File: config.mk
export PLATFORM = sky130hd
export DESIGN_NAME = home_status_logger_flat
export DESIGN_NICKNAME = d
export VERILOG_FILES = /design/src/rtl/home_status_logger_if.sv /design/src/rtl/home_status_logger.sv /design/src/flat_wrapper.sv
export SDC_FILE = /design/constraint.sdc
export NUM_CORES = 1
export LEC_CHECK = 0
export BUFFER_PORTS_ARGS = -buffer_cell sky130_fd_sc_hd__buf_2
export CAP_MARGIN = 20
export CELL_PAD_IN_SITES_DETAIL_PLACEMENT = 0
export CELL_PAD_IN_SITES_GLOBAL_PLACEMENT = 1
export CORE_ASPECT_RATIO = 1.2
export CORE_UTILIZATION = 52
export DETAILED_ROUTE_END_ITERATION = 7
export GPL_TIMING_DRIVEN = 0
export HOLD_SLACK_MARGIN = 0.05
export PLACE_DENSITY = 0.8
export RECOVER_POWER = 25
export SYNTH_ARGS = -nofsm -noshare
export SYNTH_HDL_FRONTEND = slang
export SYNTH_SLANG_ARGS = --single-unit
File: constraint.sdc
create_clock -name clk -period 4.7 [get_ports clk]
set_input_delay 0.235 -clock clk [delete_from_list [all_inputs] [get_ports clk]]
set_output_delay 0.235 -clock clk [all_outputs]
set_load 0.005 [all_outputs]
File: src/rtl/home_status_logger_if.sv
// Event port between home_status_logger (master) and the draining host (slave).
// ev_time exists only when HOME_LOG_TIMESTAMP_EN is defined.
interface home_status_logger_if #(
    parameter int TS_WIDTH = 16
) ();
    logic       ev_valid;
    logic       ev_rdy;
    logic [2:0] ev_code;
    logic [2:0] ev_prev;
`ifdef HOME_LOG_TIMESTAMP_EN
    logic [TS_WIDTH-1:0] ev_time;
`endif

    modport master (
        input  ev_rdy,
        output ev_valid,
        output ev_code,
        output ev_prev
`ifdef HOME_LOG_TIMESTAMP_EN
        , output ev_time
`endif
    );

    modport slave (
        output ev_rdy,
        input  ev_valid,
        input  ev_code,
        input  ev_prev
`ifdef HOME_LOG_TIMESTAMP_EN
        , input  ev_time
`endif
    );
endinterface

File: src/rtl/home_status_logger.sv
// Glitch-filtered state-change logger with a show-ahead event FIFO and sticky flags.
// Optional per-event timestamps are enabled with `define HOME_LOG_TIMESTAMP_EN.
module home_status_logger #(
    parameter int STABLE_CYCLES = 2,
    parameter int FIFO_DEPTH    = 4,
    parameter int TS_WIDTH      = 16
) (
    input  logic                        clk,
    input  logic                        rst_n,
    input  logic [2:0]                  state_code_i,
    input  logic                        clear_i,
    home_status_logger_if.master        ev_if,
    output logic                        alarm_latched_o,
    output logic                        overflow_o,
    output logic                        illegal_seen_o,
    output logic [7:0]                  alarm_count_o
);
    localparam int CW = $clog2(STABLE_CYCLES + 1);
    localparam int AW = $clog2(FIFO_DEPTH);
`ifdef HOME_LOG_TIMESTAMP_EN
    localparam int EW = 6 + TS_WIDTH;
`else
    localparam int EW = 6;
`endif
    localparam logic [2:0] CODE_ALARM   = 3'b011;
    localparam logic [2:0] CODE_ILLEGAL = 3'b111;

    logic [2:0]    s_q;
    logic [2:0]    acc_q, acc_d;
    logic [2:0]    cand_q, cand_d;
    logic [CW-1:0] cnt_q, cnt_d, cnt_inc;
    logic          accept;
    logic [AW-1:0] wr_ptr_q, rd_ptr_q;
    logic [AW:0]   occ_q, occ_d;
    logic [EW-1:0] entry_mem [FIFO_DEPTH];
    logic [EW-1:0] wr_entry, rd_entry;
    logic          alarm_latched_q, overflow_q, illegal_seen_q;
    logic [7:0]    alarm_count_q, alarm_count_d, alarm_base;

    // Filter: candidate must be seen STABLE_CYCLES consecutive samples to be accepted.
    always_comb begin
        acc_d   = acc_q;
        cand_d  = cand_q;
        cnt_d   = cnt_q;
        cnt_inc = cnt_q + CW'(1);
        accept  = 1'b0;
        if (s_q == acc_q) begin
            cand_d = acc_q;
            cnt_d  = '0;
        end else begin
            if (s_q != cand_q) begin
                cand_d  = s_q;
                cnt_inc = CW'(1);
            end
            if (cnt_inc == CW'(STABLE_CYCLES)) begin
                accept = 1'b1;
                cnt_d  = '0;
                if (s_q != CODE_ILLEGAL) acc_d = s_q;
            end else begin
                cnt_d = cnt_inc;
            end
        end
    end

    logic push, pop, full, push_ok, ovf_set, alarm_set, illegal_set;

    assign push        = accept && (s_q != CODE_ILLEGAL);
    assign illegal_set = accept && (s_q == CODE_ILLEGAL);
    assign alarm_set   = push && (s_q == CODE_ALARM);
    assign full        = (occ_q == (AW+1)'(FIFO_DEPTH));
    assign pop         = (occ_q != '0) && ev_if.ev_rdy;
    // A full FIFO still accepts a push when the head leaves in the same cycle.
    assign push_ok     = push && (!full || pop);
    assign ovf_set     = push && full && !pop;

    always_comb begin
        occ_d = occ_q;
        case ({push_ok, pop})
            2'b10:   occ_d = occ_q + (AW+1)'(1);
            2'b01:   occ_d = occ_q - (AW+1)'(1);
            default: occ_d = occ_q;
        endcase
    end

    always_comb begin
        alarm_base    = clear_i ? 8'd0 : alarm_count_q;
        alarm_count_d = alarm_base;
        if (alarm_set && alarm_base != 8'hFF) alarm_count_d = alarm_base + 8'd1;
    end

`ifdef HOME_LOG_TIMESTAMP_EN
    logic [TS_WIDTH-1:0] ts_q;
    always_ff @(posedge clk or negedge rst_n) begin
        if (!rst_n) ts_q <= '0;
        else        ts_q <= ts_q + TS_WIDTH'(1);
    end
    assign wr_entry = {ts_q, acc_q, s_q};
`else
    assign wr_entry = {acc_q, s_q};
`endif

    always_ff @(posedge clk) begin
        if (push_ok) entry_mem[wr_ptr_q] <= wr_entry;
    end

    always_ff @(posedge clk or negedge rst_n) begin
        if (!rst_n) begin
            s_q             <= 3'b000;
            acc_q           <= 3'b000;
            cand_q          <= 3'b000;
            cnt_q           <= '0;
            wr_ptr_q        <= '0;
            rd_ptr_q        <= '0;
            occ_q           <= '0;
            alarm_latched_q <= 1'b0;
            overflow_q      <= 1'b0;
            illegal_seen_q  <= 1'b0;
            alarm_count_q   <= 8'd0;
        end else begin
            s_q             <= state_code_i;
            acc_q           <= acc_d;
            cand_q          <= cand_d;
            cnt_q           <= cnt_d;
            occ_q           <= occ_d;
            if (push_ok) wr_ptr_q <= wr_ptr_q + AW'(1);
            if (pop)     rd_ptr_q <= rd_ptr_q + AW'(1);
            alarm_latched_q <= (alarm_latched_q && !clear_i) || alarm_set;
            overflow_q      <= (overflow_q && !clear_i) || ovf_set;
            illegal_seen_q  <= (illegal_seen_q && !clear_i) || illegal_set;
            alarm_count_q   <= alarm_count_d;
        end
    end

    // Head entry is forced to zero while empty so the outputs read 000 after reset.
    assign rd_entry       = (occ_q != '0) ? entry_mem[rd_ptr_q] : '0;
    assign ev_if.ev_valid = (occ_q != '0);
    assign ev_if.ev_code  = rd_entry[2:0];
    assign ev_if.ev_prev  = rd_entry[5:3];
`ifdef HOME_LOG_TIMESTAMP_EN
    assign ev_if.ev_time  = rd_entry[EW-1:6];
`endif

    assign alarm_latched_o = alarm_latched_q;
    assign overflow_o      = overflow_q;
    assign illegal_seen_o  = illegal_seen_q;
    assign alarm_count_o   = alarm_count_q;
endmodule
File: src/flat_wrapper.sv
// flat-port wrapper written by rule: the top's interface ports become plain ports
module home_status_logger_flat 
#(
    parameter int STABLE_CYCLES = 2,
    parameter int FIFO_DEPTH    = 4,
    parameter int TS_WIDTH      = 16
)
  (clk, rst_n, state_code_i, clear_i, alarm_latched_o, overflow_o, illegal_seen_o, alarm_count_o, ev_if_ev_rdy, ev_if_ev_valid, ev_if_ev_code, ev_if_ev_prev);
  home_status_logger_if #(.TS_WIDTH(TS_WIDTH)) ev_if_i ();
  input  logic clk;
  input  logic rst_n;
  input  logic [2:0] state_code_i;
  input  logic clear_i;
  output logic alarm_latched_o;
  output logic overflow_o;
  output logic illegal_seen_o;
  output logic [7:0] alarm_count_o;
  input wire logic [$bits(ev_if_i.ev_rdy)-1:0] ev_if_ev_rdy;
  output wire logic [$bits(ev_if_i.ev_valid)-1:0] ev_if_ev_valid;
  output wire logic [$bits(ev_if_i.ev_code)-1:0] ev_if_ev_code;
  output wire logic [$bits(ev_if_i.ev_prev)-1:0] ev_if_ev_prev;
  assign ev_if_i.ev_rdy = ev_if_ev_rdy;
  assign ev_if_ev_valid = ev_if_i.ev_valid;
  assign ev_if_ev_code = ev_if_i.ev_code;
  assign ev_if_ev_prev = ev_if_i.ev_prev;
  home_status_logger #(.STABLE_CYCLES(STABLE_CYCLES), .FIFO_DEPTH(FIFO_DEPTH), .TS_WIDTH(TS_WIDTH)) u_core (.clk(clk), .rst_n(rst_n), .state_code_i(state_code_i), .clear_i(clear_i), .ev_if(ev_if_i), .alarm_latched_o(alarm_latched_o), .overflow_o(overflow_o), .illegal_seen_o(illegal_seen_o), .alarm_count_o(alarm_count_o));
endmodule
Word-level counts from Yosys, hierarchy flattened
Memory sizes are Yosys's and may differ from the RTL's.
Cells that the tools add are included.

operators by class
  $add $sub $neg = 6
  equality and inequality tests = 10
  mux-type cells = 14
  bitwise gates (word level) = 1
  reduce and logical (&&, ||, !) cells = 22

operators with widths
  operator                                           count
  2-to-1 mux 8 bit                                   2
  logical AND 1 bit                                  11
  adder 8 x 1 -> 8 bit (second input constant)       1
  2-to-1 mux 2 bit                                   4
  != test 8 bit (second input constant)              1
  adder 2 x 1 -> 2 bit (second input constant)       3
  == test 3 bit (second input constant)              2
  2-to-1 mux 3 bit                                   2
  2-to-1 mux 6 bit                                   1
  one-hot mux 3 bit (2 select lines)                 1
  == test 2 bit (second input constant)              2
  logical OR 1 bit                                   4
  2-to-1 mux 1 bit                                   4
  nonzero test 2 bit                                 2
  adder 3 x 1 -> 3 bit (second input constant)       1
  == test 3 x 2 -> 1 bit (second input constant)     1
  == test 3 bit                                      1
  logical NOT 1 bit                                  3
  != test 3 bit                                      1
  != test 3 bit (second input constant)              1
  AND reduction 3 bit                                1
  nonzero test 3 bit                                 1
  subtractor 3 x 1 -> 3 bit (second input constant)  1
  == test 2 x 1 -> 1 bit (second input constant)     1
  inverter 1 bit                                     1

storage, ports and cells
  register bits after elaboration = 29
  memory bits (writable) = 24
  input port bits = 7
  logic and storage cells = 65
  memories = 1

memories
  memory            depth  bits a word  read ports  clocked after memory_dff  wr ports  RTL line                  source
  u_core.entry_mem  4      6            1           0                         1         home_status_logger.sv:35  logic [EW-1:0] entry_mem [FIFO_DEPTH];

Depth between registers and ports, before layout
Gate-level depths: netlist of the first run.

  depth in word-level cells = 10
  depth in mapped cells = 12

Worst setup path before layout of the first run
OpenSTA, ideal clock, no wires.

  path type = reg-to-reg
  start = reg u_core.s_q[1]
  end = reg u_core.occ_q[2]
  data arrival time = 2320 ps
  required time = 4621 ps
  path slack = 2301 ps
  cell stages (with the launch flop) = 13
  buffers on the path = 1
  clock period less this slack = 2399 ps
  path through = dfrtp_1 > buf_6 > xor2_2 > nor3_4 > nor3_4 > and2_1 > inv_1 > ha_1 > inv_1 > fa_1 > xor2_1 > nor2_1 > xor2_1

on the way
  longest elaborated chain between the ends = 10
  elaborated cells on any way between the ends = 14
  classes of those cells = eq/ne (6); mux (5); reduce/logical (3)

ends and longest elaborated chain
  element                                                                   RTL line                   source
  start: declaration                                                        home_status_logger.sv:28   logic [2:0] s_q;
  start signal: assignment                                                  home_status_logger.sv:120  s_q <= state_code_i;
  != test 3 bit                                                             home_status_logger.sv:51   if (s_q != cand_q) begin
  2-to-1 mux 2 bit                                                          home_status_logger.sv:51
  2-to-1 mux 2 bit                                                          home_status_logger.sv:47   if (s_q == acc_q) begin
  == test 2 bit                                                             home_status_logger.sv:55   if (cnt_inc == CW'(STABLE_CYCLES)) begin
  2-to-1 mux 1 bit                                                          home_status_logger.sv:55
  2-to-1 mux 1 bit                                                          home_status_logger.sv:47
  logical AND 1 bit (*)                                                     home_status_logger.sv:67   assign push = accept && (s_q != CODE_ILLEGAL);
  logical AND 1 bit (*)                                                     home_status_logger.sv:73   assign push_ok = push && (!full || pop);
  == test 2 x 1 -> 1 bit or == test 2 bit (tied branches)                   home_status_logger.sv:78   case ({push_ok, pop})
  one-hot mux 3 bit (2 select lines) or nonzero test 2 bit (tied branches)  -
  end signal: assignment                                                    home_status_logger.sv:114  occ_q <= '0;
  end signal: assignment                                                    home_status_logger.sv:124  occ_q <= occ_d;
  end: declaration                                                          home_status_logger.sv:34   logic [AW:0] occ_q, occ_d;

Every way passes the cells marked *; elsewhere a longest branch is shown, timed or not. The select of a mux whose other input is x is not followed.
A chain may end at the register's enable or synchronous reset.

Worst setup path after layout of the first run
  start = reg u_core.s_q[0]
  end = reg u_core.occ_q[1]

Same word-level chain as after synthesis.

==> metrics.md, run 1 <==
| Metric | Value |
|---|---|
| Outcome | complete, but fails checks |
| Failing checks | capacitance limit, slew limit |
| Largest family of logic cells by synthesized area | simple AND/OR/NAND/NOR gates |
| Layout Cells excl Fill | about 260 |
| Vias/cell | 5.44 |
| EDFF count, synth | 24 |
| Final setup viols | 0 |
| Crit path required time | roughly 5000 ps |
| Largest net degree at the start of global routing | 30 |
| CP dominant cell by count | inv_1 |
| Bufs and invs on worst path | 3 |
| Synth Area in Adders | slightly below 4% |
| CTS Buffer Depth | 2 |
| Post-DRT Antenna Nets | 0 |
| Post-cts resize count | 0 |
| Hold Path Class | primary input to flip-flop |
| Skew-Pair Late Insertion Delay | ~300 ps |
| Core Area | 4590 um2 |
| DP HPWL | between 3 and 4 mm |
| Post-synth top area share | between 20% and 30% |
| Post-synthesis simple-gate area fraction | approximately 14% |
| Total power | 1270 uW |
| R2r startpoint | u_core.s_q[0]$_DFF_PN0_ |
| Synthesized netlist net count | ~180 |
| Total CTS buffers | 5 |
| Iter 0 DRT Violations | 47 |
| Max Cap Viol | 1 |
| Fillers | about 400 |
| Cell Area, Synth | about 2500 um2 |
| Global-route wire length before repair | ~7.5 mm |
| Post-synthesis xor/xnor area fraction | between 6 and 7% |
| Multi-input gate area | between 900 and 1000 um2 |
| Share of cells above drive strength 1 | 28.6% |
| Register Area | 1450 um2 |
| FP Rows | 27 |
| First-pass iteration count of the detailed router | 4 |
| CP Capture Type | flip-flop |
| Final wirelength | around 4.4 mm |
| FF+latch count, synth | 53 |
| Post-synthesis mux area share | approximately 7.8% |
| Mapped Avg Cell Area | about 15 um2 |
| Initial antenna violation count | 0 |
| GRT met3 Usage | under 10% |
| Critical R2R Capture | u_core.occ_q[1]$_DFFE_PN0P_ |
| I/O Pins | 25 |
| Switching share of total power | approximately a third |
| Number of I/O port buffers | 24 |
| Crit. Startpoint | u_core.s_q[0]$_DFF_PN0_ |
| Global-route usage over all layers | between 10% and 20% |
| CTS tree | yes |
| Top delay family on crit path | simple AND/OR/NAND/NOR gates |
| VDD IR max | approximately 0.17 mV |
| Wire per inst | roughly 17 um |
| Cell Pwr Density | about 460 nW/um2 |
| Worst path max stage delay | between 400 and 500 ps |
| Ys Warns | 0 |
| Gate Count Post-Synth | 170 |
| P&R area growth vs syn | 12.7% |
| Critical path class | flip-flop to flip-flop |
| Pint | 867 uW |
| WP depth | 10 |
| Fin crit share | between 50% and 60% |
| GPL Wtd Cong | between 0.8 and 0.9 |
| Final Hold Vio Count | 0 |
| Via count | approximately 1400 |
| Max_slew headroom | -8.54% |
| CP endpoint | u_core.occ_q[1]$_DFFE_PN0P_ |
| Library cells used by synthesis | 52 |
| Met2 Track Usage GR | 35.0% |
| Nets | ~220 |
| Die area | approximately 5000 um2 |
| Reg2Reg Depth | 10 |
| Reg clk slew, reported paths | 100 ps |
| Gr busiest metal | met2 |
| Antenna diodes | 0 |
| Clock Skews | between 5 and 6 ps |
| Comb power frac | between 30% and 40% |
| GR Layer Usage met1 | between 20% and 30% |
| H-tree Lvls | 2 |
| Root cell of the clock tree | clkbuf_8 |
| Clk pwr share | 20.8% |
| R2R setup slack | between 1500 and 2000 ps |
| Sw power | between 400 and 500 uW |
| Final core occ | between 60% and 70% |
| TNS Setup | 0 ps |
| Cells along the critical path | clkbuf_1 > xnor2_2 > nand3_1 > nor3_4 > and2_1 > inv_1 > ha_1 > inv_1 > fa_1 > mux2i_1 |
| Post-synth top area cell | dfrtp_1 |
| Gr ovfl total | 0 |
| Die Y | 77.6 um |
| Compound-Gate Fraction of Synth Area | under 10% |
| Slowest-stage cell, CP | dfrtp_1 |
| Number of cells after detailed placement | 252 |
| Critical path launch point type | flip-flop |
| Part of the power in registers | 49.1% |
| Async S/R FF share, synth | a little over half |
| Pins over their slew limit | 30 |
| Worst-path maximum fanout | 9 |
| Die Wd | about 65 um |
| Post-route DRC | 0 |
| Worst-Margin Slew | between 1500 and 2000 ps |
| Fmax | 357 MHz |
| Main synth FF type | dfrtp_1 |
| RSZ-0062 raised after global routing | no |
| Critical Path AT | slightly above 3000 ps |
| Sequential fraction of the synthesis area | ~60% |
| Minimum clock period after layout | around 2800 ps |
| Ranking of synthesized cells by area | dfrtp_1 29%, edfxtp_1 29%, mux4_2 5.5% |
| Sink Count | between 50 and 60 |
| Leakage | about 0.0012 uW |
| Vias in the first global route | approximately 1600 |
| Initial Util | a little over half |
-- worst reg2reg max path, stage by stage, from the launching register on --
cell,delay [ps]
dfrtp_1,430
clkbuf_1,380
xnor2_2,170
nand3_1,210
nor3_4,380
and2_1,250
inv_1,60
ha_1,220
inv_1,70
fa_1,410
mux2i_1,150
-- kinds of logic (layout without fill, tap and decap cells) --
logic type	Yosys count	count (layout)
muxes	11	11
AOI/OAI and AO/OA	16	16
xor gates and xnor gates	14	14
buffers and inverters	18	54
DFF	53	53
adders and majority gates	7	7
and+or+nand+nor	51	51
-- power by group through the flow --
stage / Combinational, uW / Sequential (uW) / Clock (uW)
finish: 383 / 624 / 264
global route: 432 / 634 / 284
CTS: 393 / 624 / 268
detailed placement: 388 / 634 / 0
global placement: 368 / 625 / 0
floorplan: 290 / 616 / 0
-- cell usage in the layout, fill, tap and decap left out, types with 6 or more instances in the layout --
master    synthesis  layout
dfrtp_1          29      29
buf_2             1      24
edfxtp_1         24      24
clkbuf_1          5       8
and2_1            8       8
inv_1             8       8
mux4_2            6       6
nand2_1           6       6
nand3_1           6       6
ha_1              6       6
-- what timing repair did --
item,4_1_cts,5_1_grt
hold endpoints to repair,32,0
setup buffers,0,0
hold buffers,4,0
-- metal layers --
metal / wire (um) / part of all wire, %
met1: 1830 / 42
met2: 2400 / 55
met3: 97 / 2.2
met4: 73 / 1.7
met5: 0 / 0
-- synthesized netlist by cell type (all sizes together) (3+ instances only) --
master  count
mux2        4
nor2        5
xnor2       8
buf         4
ha          6
xor2        6
clkbuf      5
nor3        3
nand3       6
inv         8
and3        6
dfrtp      29
nor2b       4
and2        8
nand2       6
edfxtp     24
mux4        6
-- flip-flops by register name, indices dropped and copies added, names as in the netlist, 2 cells and up --
| name | flops |
|---|---|
| u_core.acc_q | 3 |
| u_core.s_q | 3 |
| u_core.rd_ptr_q | 2 |
| u_core.cand_q | 3 |
| u_core.entry_mem | 24 |
| u_core.occ_q | 3 |
| u_core.alarm_count_o | 8 |
| u_core.wr_ptr_q | 2 |
| u_core.cnt_q | 2 |
-- worst min-delay path by stage --
stage / from / depth (start not counted) / endpoint
6_report: ev_if_ev_rdy / 3 / u_core.rd_ptr_q[0]$_DFFE_PN0P_
3_3_place_gp: rst_n / 1 / u_core.alarm_count_o[0]$_DFF_PN0_
5_1_grt: ev_if_ev_rdy / 3 / u_core.rd_ptr_q[0]$_DFFE_PN0P_
2_1_floorplan: rst_n / 0 / u_core.acc_q[0]$_DFFE_PN0P_
4_1_cts: ev_if_ev_rdy / 3 / u_core.rd_ptr_q[0]$_DFFE_PN0P_
3_5_place_dp: rst_n / 1 / u_core.alarm_count_o[0]$_DFF_PN0_
-- metrics by stage --
| step | hold WS, ps | setup slack, ps | cell area (um2) |
|---|---|---|---|
| 2_1_floorplan | -60.6 | 2300 | 2470 |
| 3_3_place_gp | 289 | 2150 | 2670 |
| 3_5_place_dp | 309 | 2060 | 2670 |
| 4_1_cts | 298 | 2020 | 2800 |
| 5_1_grt | 319 | 1680 | 2790 |
| 6_report | 297 | 1900 | 2790 |
-- area by class of cell --
| type | count | share of cell area (%) |
|---|---|---|
| Sequential cell | 53 | 51.9 |
| Multi-Input combinational cell | 99 | 33.5 |
| Clock buffer | 5 | 2.47 |
| Timing Repair Buffer | 28 | 5.70 |
| Buffer | 10 | 1.89 |
| Clock inverter | 3 | 0.898 |
| Inverter | 8 | 1.08 |
| Tap cell | 58 | 2.60 |
Note: power is estimated with default switching activity, not from simulation.
==> run 2: changes to the inputs <==
--- a/config.mk
+++ b/config.mk
@@ -10,11 +10,11 @@
 export CELL_PAD_IN_SITES_DETAIL_PLACEMENT = 0
 export CELL_PAD_IN_SITES_GLOBAL_PLACEMENT = 1
 export CORE_ASPECT_RATIO = 1.2
-export CORE_UTILIZATION = 52
+export CORE_UTILIZATION = 48
 export DETAILED_ROUTE_END_ITERATION = 7
 export GPL_TIMING_DRIVEN = 0
 export HOLD_SLACK_MARGIN = 0.05
-export PLACE_DENSITY = 0.8
+export PLACE_DENSITY = 0.75
 export RECOVER_POWER = 25
 export SYNTH_ARGS = -nofsm -noshare
 export SYNTH_HDL_FRONTEND = slang
==> constraint.sdc (replaced) <==
create_clock -name clk -period 2.7 [get_ports clk]
set_input_delay 0.135 -clock clk [delete_from_list [all_inputs] [get_ports clk]]
set_output_delay 0.135 -clock clk [all_outputs]
set_load 0.005 [all_outputs]
==> metrics.md, run 2 (synthesized netlist as in run 1, its figures left out) <==
| Metric | Value |
|---|---|
| Worst path max stage delay | 440 ps (about the same) |
| Max_slew headroom | -5.92% (+2.6 points) |
| Outcome | complete, but fails checks |
| Antenna diodes | 0 (unchanged) |
| Die Wd | 67.5 um (+4.0%) |
| Reg2Reg Depth | 12 (+2) |
| Max reg flops | 24 (unchanged) |
| Final wirelength | 4.33 mm (-1.5%) |
| Vias in the first global route | 1459 (-7.7%) |
| Post-route cell area | 2830 um2 (+1.6%) |
| H-tree Lvls | 2 (unchanged) |
| Final Hold Vio Count | 0 (unchanged) |
| Vias/cell | 5.35 (-1.5%) |
| CTS Buffer Depth | 2 (unchanged) |
| DP HPWL | 3.10 mm (-3.0%) |
| Fmax | 399 MHz (+12%) |
| Slowest-stage cell, CP | dfrtp_1 |
| Initial Util | 50.1% (-3.8 points) |
| Minimum clock period after layout | 2510 ps (-297 ps) |
| Iter 0 DRT Violations | 83 (+77%) |
| Clock Skews | 3.38 ps (-2.31 ps) |
| Largest net degree at the start of global routing | 30 (unchanged) |
| Core Area | 4940 um2 (+7.5%) |
| Final core occ | 57.3% (-3.4 points) |
| RSZ-0062 raised after global routing | no |
| Initial antenna violation count | 0 (unchanged) |
| Sink Count | 53 (unchanged) |
| Global-route usage over all layers | 18.1% (-1.9 points) |
| Post-DRT Antenna Nets | 0 (unchanged) |
| Post-route setup slack | 194 ps (-1700 ps) |
| FP Rows | 28 (+3.7%) |
| Root cell of the clock tree | clkbuf_8 |
| Skew-Pair Late Insertion Delay | 300 ps (about the same) |
| Die area | 5450 um2 (+8.1%) |
| Pins over their slew limit | 30 (unchanged) |
| Cell Pwr Density | 784 nW/um2 (+72%) |
| Worst-path maximum fanout | 7 (-2) |
| Most flops, register | u_core.entry_mem |
| Crit. Startpoint | u_core.s_q[0]$_DFF_PN0_ |
| Wire per inst | 16.0 um (-4.1%) |
| Critical Path AT | 2740 ps (-290 ps) |
| Worst-Margin Slew | 1590 ps (-39.2 ps) |
| Max Cap Viol | 1 (unchanged) |
| Die Y | 80.6 um (+4.0%) |
| CTS tree | yes |
| Reg clk slew, reported paths | 100 ps (about the same) |
| First-pass iteration count of the detailed router | 4 (unchanged) |
| Share of cells above drive strength 1 | 30.8% (+2.2 points) |
| Worst hold start | ev_if_ev_rdy |
| Leakage | 0.00118 uW (+2.7%) |
| Number of I/O port buffers | 24 (unchanged) |
| Most frequent cells in the layout | 29 x dfrtp_1, 24 x buf_2, 24 x edfxtp_1, 8 x and2_1, 8 x inv_1 |
| VDD IR max | 0.372 mV (+110%) |
| DP Area | 2670 um2 (about the same) |
| R2r startpoint | u_core.s_q[0]$_DFF_PN0_ |
| I/O Pins | 25 (unchanged) |
| R2R setup slack | 190 ps (-1700 ps) |
| Nets | 224 (+2.3%) |
| Most common cell after layout, fill and taps aside | dfrtp_1 |
| Total CTS buffers | 5 (unchanged) |
| Fin crit share | 92.8% (+33 points) |
| Final setup viols | 0 (unchanged) |
| Post-cts resize count | 0 (unchanged) |
| Dpl ws | 74.8 ps (-1990 ps) |
| Failing checks | capacitance limit, slew limit |
| Hold Path Class | primary input to flip-flop |
| Hold path depth | 3 (unchanged) |
| P&R area growth vs syn | 14.5% |
| Cells along the critical path | buf_6 > xor2_2 > nor3_4 > nor3_4 > and2_1 > inv_1 > ha_1 > inv_1 > fa_1 > xor2_1 > nor2_1 > xor2_1 |
| Via count | 1451 (+1.1%) |
| Global-route wire length before repair | 7.15 mm (-5.2%) |
| Crit path required time | 2930 ps (-2000 ps) |
| Post-route DRC | 0 (unchanged) |
| Hold_ws | 197 ps (-101 ps) |
| Critical path class | flip-flop to flip-flop |
| CP Capture Type | flip-flop |
| Critical path launch point type | flip-flop |
| Gr ovfl total | 0 (unchanged) |
| GPL Wtd Cong | 0.774 (-4.4%) |
| TNS Setup | 0 ps (unchanged) |
run 2: metal layers:
layer | wire (um) | GRT usage, % | part of all wire [%] | vias to the layer above
met2 | 2410 | 32.5 | 56 | 24
met1 | 1780 | 20.8 | 41 | 733
li1 | - | - | - | 689
met4 | 57 | 5.74 | 1.3 | 0
met3 | 87 | 3.84 | 2.0 | 5
met5 | 0 | 0 | 0 | -
run 2: final cells by class:
| cell class | instances | area (um2) |
|---|---|---|
| buffer | 10 | 63.8 |
| clock buffer | 5 | 68.8 |
| clock inverter | 3 | 21.3 |
| fill | 394 | 2110 |
| inverter | 8 | 30.0 |
| multi-input combinational | 99 | 933 |
| sequential | 53 | 1450 |
| tap | 60 | 75.1 |
| timing repair buffer | 33 | 193 |
run 2: worst max-delay path: cells and delay by family (launching register included):
kind / cells / cell delay (ps)
simple gates: 4 / 670
fa+ha+maj: 2 / 550
xor+xnor: 3 / 490
flops: 1 / 440
buf+inv: 3 / 300
run 2: path summary, 6_finish.rpt:
path / end
worst max-delay path: u_core.occ_q[2]$_DFFE_PN0P_
min in group asynchronous: u_core.alarm_count_o[4]$_DFF_PN0_
worst min-delay path: u_core.rd_ptr_q[0]$_DFFE_PN0P_
worst min register to register: u_core.cnt_q[1]$_DFF_PN0_
worst max register to register: u_core.occ_q[2]$_DFFE_PN0P_
max in group asynchronous: u_core.illegal_seen_o$_DFF_PN0_
run 2: metrics by stage:
stage,cells,total power (uW)
6_report,271,2220
2_1_floorplan,170,1580
4_1_cts,266,2230
3_5_place_dp,254,1780
3_3_place_gp,254,1730
5_1_grt,271,2370
run 2: power by group:
group / leakage, uW / internal (uW) / switching [uW] / total (uW)
clock network: 0.0000445 / 185 / 267 / 451
registers: 0.000581 / 985 / 99.8 / 1080
logic: 0.000557 / 351 / 334 / 686
run 2: timing repair:
| item | in CTS | in global routing |
|---|---|---|
| buffers inserted | 0 | 5 |
| hold buffers | 4 | 0 |
| hold endpoints to repair | 32 | 0 |
| setup endpoints to repair | 0 | 2 |
==> run 3: changes to the inputs <==
--- a/config.mk
+++ b/config.mk
@@ -10,11 +10,12 @@
 export CELL_PAD_IN_SITES_DETAIL_PLACEMENT = 0
 export CELL_PAD_IN_SITES_GLOBAL_PLACEMENT = 1
 export CORE_ASPECT_RATIO = 1.2
-export CORE_UTILIZATION = 48
+export CORE_UTILIZATION = 44
 export DETAILED_ROUTE_END_ITERATION = 7
 export GPL_TIMING_DRIVEN = 0
 export HOLD_SLACK_MARGIN = 0.05
-export PLACE_DENSITY = 0.75
+export MAX_ROUTING_LAYER = met4
+export PLACE_DENSITY = 0.72
 export RECOVER_POWER = 25
 export SYNTH_ARGS = -nofsm -noshare
 export SYNTH_HDL_FRONTEND = slang
==> constraint.sdc (replaced) <==
create_clock -name clk -period 2.1 [get_ports clk]
set_input_delay 0.105 -clock clk [delete_from_list [all_inputs] [get_ports clk]]
set_output_delay 0.105 -clock clk [all_outputs]
set_load 0.005 [all_outputs]
==> metrics.md, run 3 (synthesized netlist as in run 1, its figures left out) <==
| Metric | Value |
|---|---|
| Outcome | complete, but fails checks |
| Failing checks | setup timing |
| Fmax | 455 MHz (+14%) |
| Post-route setup slack | -95.8 ps (-290 ps) |
| Layout Cells excl Fill | 280 (+3.3%) |
| Final wirelength | 4.49 mm (+3.7%) |
| H-tree Lvls | 2 (unchanged) |
| Leakage | 0.00122 uW (+3.3%) |
| Vias/cell | 5.24 (-2.1%) |
| Most flops, register | u_core.entry_mem |
| Pins over their slew limit | 0 (-100%) |
| TNS Setup | -95.8 ps (-95.8 ps) |
| CTS tree | yes |
| Die Y | 84.1 um (+4.3%) |
| Initial antenna violation count | 0 (unchanged) |
| RSZ-0062 raised after global routing | yes |
| Reg clk slew, reported paths | 100 ps (about the same) |
| Root cell of the clock tree | clkbuf_8 |
| Die area | 5930 um2 (+8.8%) |
| CP Capture Type | flip-flop |
| Clock Skews | 11.5 ps (+8.11 ps) |
| Total CTS buffers | 5 (unchanged) |
| Core Area | 5330 um2 (+8.0%) |
| Skew-Pair Late Insertion Delay | 300 ps (about the same) |
| Via count | 1467 (+1.1%) |
| Critical path launch point type | flip-flop |
| CTS Buffer Depth | 2 (unchanged) |
| Share of cells above drive strength 1 | 40.4% (+9.6 points) |
| Final Hold Vio Count | 0 (unchanged) |
| Number of I/O port buffers | 24 (unchanged) |
| Worst-path maximum fanout | 8 (+1) |
| Iter 0 DRT Violations | 45 (-46%) |
| Global-route usage over all layers | 17.5% (-0.56 points) |
| VDD IR max | 0.398 mV (+7.1%) |
| DP HPWL | 3.13 mm (+1.2%) |
| Post-route cell area | 2950 um2 (+4.3%) |
| Crit path required time | 2340 ps (-590 ps) |
| Number of cells after detailed placement | 256 (+0.79%) |
| Cell Pwr Density | 985 nW/um2 (+26%) |
| Max_slew headroom | 55.3% (+61 points) |
| Gr busiest metal | met2 |
| Max reg flops | 24 (unchanged) |
| FP Rows | 29 (+3.6%) |
| GPL Wtd Cong | 0.869 (+12%) |
| DP Area | 2700 um2 (+1.1%) |
| Fin crit share | 105% (+12 points) |
| Sink Count | 53 (unchanged) |
| Max Cap Viol | 0 (-1) |
| GR Layer Usage met1 | 19.4% (-1.4 points) |
| Vias in the first global route | 1649 (+13%) |
| Post-route DRC | 0 (unchanged) |
| P&R area growth vs syn | 19.4% |
| Nets | 231 (+3.1%) |
| Met2 Track Usage GR | 31.3% (-1.1 points) |
| Global-route wire length before repair | 7.78 mm (+8.8%) |
| Minimum clock period after layout | 2200 ps (-310 ps) |
| Final setup viols | 1 (+1) |
| Die Wd | 70.4 um (+4.3%) |
| First-pass iteration count of the detailed router | 4 (unchanged) |
| Worst-Margin Slew | 671 ps (-918 ps) |
| Antenna diodes | 0 (unchanged) |
| Post-DRT Antenna Nets | 0 (unchanged) |
| Hold Path Class | primary input to flip-flop |
| Initial Util | 46.4% (-3.7 points) |
| Critical path class | flip-flop to flip-flop |
| Most frequent cells in the layout | 25 x buf_2, 25 x dfrtp_1, 24 x edfxtp_1, 15 x buf_4, 7 x and2_1 |
| Largest net degree at the start of global routing | 30 (unchanged) |
| I/O Pins | 25 (unchanged) |
| GRT met3 Usage | 3.36% (-0.47 points) |
| Wire per inst | 16.0 um (+0.41%) |
| Gr ovfl total | 0 (unchanged) |
| Critical Path AT | 2430 ps (-310 ps) |
==> run 3: final timing paths <==
check | startpoint | endpoint | slack, ps | cells past startpoint
hold / removal | ev_if_ev_rdy | u_core.rd_ptr_q[0]$_DFFE_PN0P_ | 230 | 3
setup reg to reg | u_core.s_q[2]$_DFF_PN0_ | u_core.occ_q[2]$_DFFE_PN0P_ | -100 | 11
setup / recovery | u_core.s_q[2]$_DFF_PN0_ | u_core.occ_q[2]$_DFFE_PN0P_ | -100 | 11
min in group asynchronous | rst_n | u_core.alarm_count_o[4]$_DFF_PN0_ | 360 | 2
hold reg to reg | u_core.cnt_q[0]$_DFF_PN0_ | u_core.cnt_q[1]$_DFF_PN0_ | 470 | 1
max in group asynchronous | rst_n | u_core.acc_q[1]$_DFFE_PN0P_ | 1250 | 2
==> run 3: critical path, stage by stage, from the launching register on <==
cell and delay, ps:
dfrtp_2 500, xor2_2 190, nor3_4 240, nor3_4 70, and2_4 150, inv_4 50, ha_4 130, inv_2 30
fa_2 320, xor2_1 150, nor2_1 150, xor2_1 150
==> run 3: metrics by stage <==
step	hold slack, ps	util (%)	setup slack (ps)	power, uW
floorplan	-191	-	-179	2050
global placement	167	50.6	-347	2240
detailed placement	184	50.6	-406	2300
CTS	216	54.5	-123	2930
global route	225	55.4	-220	3100
finish	226	55.4	-95.8	2910
==> run 3: metal layers <==
layer / share of wire (%) / vias to the layer above / routed length, um
met5: 0 / - / 0
met3: 3.1 / 5 / 141
met1: 41 / 729 / 1830
met2: 55 / 27 / 2480
li1: - / 706 / -
met4: 0.89 / 0 / 40
==> run 3: power breakdown <==
part / total (uW) / switching (uW) / internal, uW / leakage [uW]
clock: 548 / 311 / 236 / 0.0000385
combinational: 964 / 448 / 516 / 0.000607
sequential: 1400 / 129 / 1270 / 0.000577
total: 2910 / 888 / 2020 / 0.00122
==> run 3: what timing repair did <==
item | CTS | global route
setup buffers | 12 | 3
gates resized for setup | 4 | 11
endpoints found under the setup margin | 2 | 5
pin swaps | 10 | 7
hold buffers | 4 | 0
hold endpoints to repair | 32 | 0
==> run 3: layout make-up <==
| class | instances | area (um2) |
|---|---|---|
| clock inverters | 1 | 7.51 |
| multi-input cells | 99 | 995 |
| flip-flops and latches | 53 | 1450 |
| repair buffers | 43 | 273 |
| fillers | 452 | 2380 |
| well taps | 62 | 77.6 |
| inverters | 8 | 32.5 |
| clock buffers | 7 | 76.3 |
| plain buffers | 7 | 41.3 |
